[src/rtl/flags_unit_if.sv]
// Flags unit bus: ALU flag write, SETC/CLRC, branch and interrupt
// controls in; CCR, flags word, branch result and stack error out.
interface flags_unit_if #(
    parameter int FLAG_W = 16
);
    logic [FLAG_W-1:0] alu_flags;
    logic              flags_wr_en;
    logic [2:0]        flags_wr_mask;
    logic              setc;
    logic              clrc;
    logic              branch_valid;
    logic [1:0]        branch_cond;
    logic              int_save;
    logic              rti_restore;
    logic [2:0]        ccr;
    logic [FLAG_W-1:0] flags_out;
    logic              branch_taken;
    logic              stack_err;

    modport master (
        output alu_flags, flags_wr_en, flags_wr_mask, setc, clrc,
        output branch_valid, branch_cond, int_save, rti_restore,
        input  ccr, flags_out, branch_taken, stack_err
    );

    modport slave (
        input  alu_flags, flags_wr_en, flags_wr_mask, setc, clrc,
        input  branch_valid, branch_cond, int_save, rti_restore,
        output ccr, flags_out, branch_taken, stack_err
    );
endinterface

[src/rtl/flags_unit.sv]
// Condition-code register {C,N,Z} with branch resolution and an
// interrupt shadow stack.
// Ports: clk, rst_n (async, active low), bus (flags_unit_if.slave):
//   in  alu_flags, flags_wr_en, flags_wr_mask, setc, clrc,
//       branch_valid, branch_cond, int_save, rti_restore
//   out ccr, flags_out, branch_taken, stack_err (all registered)
// Macro FLAGS_FORWARD_EN: branch tests the same-cycle ALU flags
// when a flag write coincides with the branch.
module flags_unit #(
    parameter int FLAG_W      = 16,
    parameter int STACK_DEPTH = 2
) (
    input  logic         clk,
    input  logic         rst_n,
    flags_unit_if.slave  bus
);
    localparam int PW = $clog2(STACK_DEPTH + 1);
    localparam logic [PW-1:0] FULL = PW'(STACK_DEPTH);

    logic [2:0]    ccr_q;
    logic [2:0]    stack_q [STACK_DEPTH];
    logic [PW-1:0] ptr_q;
    logic          taken_q;
    logic          err_q;

    logic [2:0] s2, s3, s4, src, top, nxt;
    logic       is_jmp, cond_hit, taken;
    logic       empty, full, pop_ok, push_ok, err;
    logic       unused_rsvd;

    assign unused_rsvd = ^bus.alu_flags[FLAG_W-1:3];

    always_comb begin
        s2 = ccr_q;
        if (bus.flags_wr_en) begin
            for (int i = 0; i < 3; i++) begin
                if (bus.flags_wr_mask[i]) s2[i] = bus.alu_flags[i];
            end
        end
        s3 = s2;
        if (bus.setc) s3[2] = 1'b1;
        if (bus.clrc) s3[2] = 1'b0;
    end

`ifdef FLAGS_FORWARD_EN
    assign src = (bus.flags_wr_en && bus.branch_valid) ? s3 : ccr_q;
`else
    assign src = ccr_q;
`endif

    assign is_jmp = (bus.branch_cond == 2'b11);

    always_comb begin
        cond_hit = 1'b0;
        case (bus.branch_cond)
            2'b00:   cond_hit = src[0];
            2'b01:   cond_hit = src[1];
            2'b10:   cond_hit = src[2];
            default: cond_hit = 1'b1;
        endcase
    end

    assign taken = bus.branch_valid & cond_hit;

    // A taken conditional branch consumes the flag it tested.
    always_comb begin
        s4 = s3;
        if (taken && !is_jmp) begin
            case (bus.branch_cond)
                2'b00:   s4[0] = 1'b0;
                2'b01:   s4[1] = 1'b0;
                default: s4[2] = 1'b0;
            endcase
        end
    end

    always_comb begin
        top = '0;
        for (int i = 0; i < STACK_DEPTH; i++) begin
            if (PW'(i) == ptr_q - PW'(1)) top = stack_q[i];
        end
    end

    assign empty   = (ptr_q == '0);
    assign full    = (ptr_q == FULL);
    assign pop_ok  = bus.rti_restore & ~empty;
    // Restore wins over a simultaneous save.
    assign push_ok = bus.int_save & ~bus.rti_restore & ~full;
    assign err     = (bus.int_save & bus.rti_restore)
                   | (bus.int_save & full)
                   | (bus.rti_restore & empty);
    assign nxt     = pop_ok ? top : s4;

    always_ff @(posedge clk or negedge rst_n) begin
        if (!rst_n) begin
            ccr_q   <= '0;
            ptr_q   <= '0;
            taken_q <= 1'b0;
            err_q   <= 1'b0;
            for (int i = 0; i < STACK_DEPTH; i++) stack_q[i] <= '0;
        end else begin
            ccr_q   <= nxt;
            taken_q <= taken;
            err_q   <= err;
            if (pop_ok) begin
                ptr_q <= ptr_q - PW'(1);
            end else if (push_ok) begin
                ptr_q <= ptr_q + PW'(1);
                for (int i = 0; i < STACK_DEPTH; i++) begin
                    if (PW'(i) == ptr_q) stack_q[i] <= ccr_q;
                end
            end
        end
    end

    assign bus.ccr          = ccr_q;
    assign bus.flags_out    = {{(FLAG_W-3){1'b0}}, ccr_q};
    assign bus.branch_taken = taken_q;
    assign bus.stack_err    = err_q;
endmodule

[src/flat_wrapper.sv]
// flat-port wrapper written by rule: the top's interface ports become plain ports
module flags_unit_flat 
#(
    parameter int FLAG_W      = 16,
    parameter int STACK_DEPTH = 2
)
  (clk, rst_n, bus_alu_flags, bus_flags_wr_en, bus_flags_wr_mask, bus_setc, bus_clrc, bus_branch_valid, bus_branch_cond, bus_int_save, bus_rti_restore, bus_ccr, bus_flags_out, bus_branch_taken, bus_stack_err);
  flags_unit_if #(.FLAG_W(FLAG_W)) bus_i ();
  input  logic clk;
  input  logic rst_n;
  input wire logic [$bits(bus_i.alu_flags)-1:0] bus_alu_flags;
  input wire logic [$bits(bus_i.flags_wr_en)-1:0] bus_flags_wr_en;
  input wire logic [$bits(bus_i.flags_wr_mask)-1:0] bus_flags_wr_mask;
  input wire logic [$bits(bus_i.setc)-1:0] bus_setc;
  input wire logic [$bits(bus_i.clrc)-1:0] bus_clrc;
  input wire logic [$bits(bus_i.branch_valid)-1:0] bus_branch_valid;
  input wire logic [$bits(bus_i.branch_cond)-1:0] bus_branch_cond;
  input wire logic [$bits(bus_i.int_save)-1:0] bus_int_save;
  input wire logic [$bits(bus_i.rti_restore)-1:0] bus_rti_restore;
  output wire logic [$bits(bus_i.ccr)-1:0] bus_ccr;
  output wire logic [$bits(bus_i.flags_out)-1:0] bus_flags_out;
  output wire logic [$bits(bus_i.branch_taken)-1:0] bus_branch_taken;
  output wire logic [$bits(bus_i.stack_err)-1:0] bus_stack_err;
  assign bus_i.alu_flags = bus_alu_flags;
  assign bus_i.flags_wr_en = bus_flags_wr_en;
  assign bus_i.flags_wr_mask = bus_flags_wr_mask;
  assign bus_i.setc = bus_setc;
  assign bus_i.clrc = bus_clrc;
  assign bus_i.branch_valid = bus_branch_valid;
  assign bus_i.branch_cond = bus_branch_cond;
  assign bus_i.int_save = bus_int_save;
  assign bus_i.rti_restore = bus_rti_restore;
  assign bus_ccr = bus_i.ccr;
  assign bus_flags_out = bus_i.flags_out;
  assign bus_branch_taken = bus_i.branch_taken;
  assign bus_stack_err = bus_i.stack_err;
  flags_unit #(.FLAG_W(FLAG_W), .STACK_DEPTH(STACK_DEPTH)) u_core (.clk(clk), .rst_n(rst_n), .bus(bus_i));
endmodule
[config.mk]
export PLATFORM = sky130hd
export DESIGN_NAME = flags_unit_flat
export DESIGN_NICKNAME = d
export VERILOG_FILES = /design/src/rtl/flags_unit_if.sv /design/src/rtl/flags_unit.sv /design/src/flat_wrapper.sv
export SDC_FILE = /design/constraint.sdc
export NUM_CORES = 1
export LEC_CHECK = 0
export CAP_MARGIN = 20
export CORE_ASPECT_RATIO = 0.7
export CORE_MARGIN = 5
export CORE_UTILIZATION = 25
export CTS_BUF_LIST = sky130_fd_sc_hd__clkbuf_8
export CTS_CLUSTER_DIAMETER = 150
export DETAILED_ROUTE_END_ITERATION = 7
export GPL_TIMING_DRIVEN = 1
export PLACE_DENSITY = 0.56
export SLEW_MARGIN = 25
export SYNTH_ARGS = -nofsm -noshare
export SYNTH_HDL_FRONTEND = slang
export SYNTH_SLANG_ARGS = --single-unit
[constraint.sdc]
create_clock -name clk -period 3 [get_ports clk]
set_clock_uncertainty 0.15 [all_clocks]
set_input_delay 0.3 -clock clk [delete_from_list [all_inputs] [get_ports clk]]
set_output_delay 0.3 -clock clk [all_outputs]
set_load 0.02 [all_outputs]
==> metrics <==
status completed; Adder-Cell Fraction of Synth Area 5.83%; Final Hold Fails 0; VDD IR max 0.000413 V; slowest stage cell, crit path dfrtp_1; port buffer count 23; min cycle time layout 1.92 ns; CTS buffer count 3; Die Height 59.0 um; Warnings, synthesis 0; mapped cell area 858 um2; sequential area share after synthesis 37.9%; Slew Viols, Final 0; worst path arrival time 1.89 ns; initial core utilization 26.5%; Layout area overhead 30.2%; die width 80.0 um; area share of the largest cell type after synthesis 37.9%; fin crit share 64.1%; fin nets 136; Post-CTS Setup Bufs 0; vias in the first global route 616; Hold Path Class in2async; layout cell share with drive strength beyond 1 11.8%; largest family of logic cells by synthesized area simple AND/OR/NAND/NOR gates; pre-CTS WS 1.10 ns; drt via density 3.91; critical path endpoint category register; most common cell in the netlist buf_4; asr flop ratio synth 100%; top cell type by total area after synthesis dfrtp_1; Final Setup Violations 0; largest cells by area after synthesis dfrtp_1 38%, buf_4 14%, ha_1 5.8%, mux2i_1 5.8%, mux2_2 5.2%; Core Footprint 3230 um2; ANT nets after route 0; number of synthesized flops with an enable pin 0; most instantiated cells after synthesis 16 x buf_4, 13 x dfrtp_1, 5 x mux2i_1; reg2reg path depth 5; Slew @ Worst Pin 0.585 ns; final worst slack 1.08 ns; CP Max Fanout 7; row count 17; simple-gate share of the synthesized area 16.9%; grt total ovfl 0; CTS max path bufs 2; Highest Clock Rate 520 MHz; via count 582; DP HPWL 1390 um; CP Data Required Time 2.97 ns; first-pass GRT wire length 2840 um; clock root cell clkbuf_8; initial antenna violation count 0; Pre-antenna DRT Iters 4; PD cells 777 nW/um2; largest net degree at the start of global routing 14; Hold Buf Count CTS 0; DRC 0; Worst path max stage delay 0.38 ns; reg2reg setup slack 1.08 ns; Initial DRC Count 21; compound-gate portion of the synthesized area 9.33%; slew margin rel. 60.9%; filler cell count 348; routability cong. 0.680; worst path cell trace inv_1, ha_1, nand2b_4, nor3b_4, mux2_2; worst r2r src u_core.ptr_q[0]; Synth cell types 26; CTS tree built; clk slew on worst S/H paths 0.05 ns; post_cts resized 0; RSZ-0062 raised after global routing no; H-tree Lvls 1; Post-synth top flop dfrtp_1; DIE AREA 4720 um2; xor/xnor cell area share of the yosys netlist 1.02%; GR Util All Layers 7.83%; Crit Path Category reg2reg; Synth Register Bits 13; Ports 50; Sinks on Clock Net 13; Cells after Synth 79; mux cell area share after synthesis 13.7%; Detailed Route WL 1720 um; Sum Neg Setup Slack 0 ns; Avg WL per Cell 11.5 um; Worst-Skew Late Latency 0.24 ns; R2R Path End u_core.stack_q[3]; Pleak 0.510 nW; startpoint types register; ANT cells 0; syn avg cell area 10.9 um2; max cap viols 0
==> flip-flops by register name, indices dropped and copies added, names as in the netlist <==
register                 count
u_core.bus.branch_taken      1
u_core.bus.ccr               3
u_core.bus.stack_err         1
u_core.ptr_q                 2
u_core.stack_q               6
==> worst max-delay path, delay by kind of cell, from the launching register on <==
family        cells  cell delay (ns)
buf+inv           1             0.10
mux               1             0.37
flops             1             0.38
fa+ha+maj         1             0.30
simple gates      2             0.51
==> cell usage in the layout, fill, tap and decap left out, drive strengths merged <==
| cell | instances |
|---|---|
| inv | 3 |
| clkbuf | 3 |
| a311oi | 1 |
| a21boi | 1 |
| and2b | 1 |
| conb | 13 |
| clkdlybuf4s50 | 23 |
| o22ai | 3 |
| mux2i | 5 |
| mux2 | 6 |
| dfrtp | 13 |
| o21ai | 3 |
| nor3b | 2 |
| xnor2 | 1 |
| a22oi | 2 |
| nand2 | 4 |
| nand3b | 1 |
| nand2b | 2 |
| and3b | 1 |
| nand4b | 2 |
| a21oi | 3 |
| nor2 | 3 |
| nand4bb | 1 |
| ha | 4 |
| and2 | 1 |
==> final cells by class <==
class	count	area (um2)	share of cell area, %
well taps	47	58.8	5.26
inverters	2	7.51	0.672
clock buffers	3	41.3	3.70
multi-input cells	60	450	40.3
clock inverters	1	3.75	0.336
flip-flops and latches	13	325	29.1
repair buffers	23	230	20.6
==> worst max-delay path by stage <==
| stage | startpoint | end | cells after the start |
|---|---|---|---|
| 2_1_floorplan | u_core.ptr_q[0] | u_core.stack_q[2] | 5 |
| 3_3_place_gp | u_core.ptr_q[0] | u_core.stack_q[5] | 5 |
| 3_5_place_dp | u_core.ptr_q[0] | u_core.stack_q[5] | 5 |
| 4_1_cts | u_core.ptr_q[0] | u_core.stack_q[5] | 5 |
| 5_1_grt | u_core.ptr_q[0] | u_core.stack_q[5] | 5 |
| 6_report | u_core.ptr_q[0] | u_core.stack_q[3] | 5 |
==> power breakdown <==
part           internal, W  switching [W]
Clock            0.0000900      0.0000569
Sequential        0.000245      0.0000594
Combinational     0.000212       0.000205
Total             0.000547       0.000322
==> stage by stage <==
stage	std cells	area [um2]	power (W)	hold WS (ns)	utilization, %
floorplan	91	903	0.000603	-0.146	-
global placement	145	1070	0.000715	0.320	33.2
detailed placement	145	1070	0.000729	0.331	33.2
CTS	149	1120	0.000882	0.306	34.6
global route	149	1120	0.000939	0.330	34.6
finish	149	1120	0.000868	0.287	34.6
==> cells by family (layout without fill, tap and decap cells) <==
group	after synthesis	count (layout)
mux	11	11
other cells	1	13
compound gates	13	13
simple gates	18	18
fa+ha+maj	4	4
buf+inv	18	29
xor+xnor	1	1
flops	13	13
==> layer usage <==
metal / GRT usage, % / wire length (um) / up-vias
met5: 0 / 0 / -
met4: 0.723 / 0 / 0
met3: 4.26 / 191 / 0
met2: 12.3 / 747 / 27
met1: 9.91 / 775 / 259
li1: - / - / 296
Power figures use the tool's default switching activity.
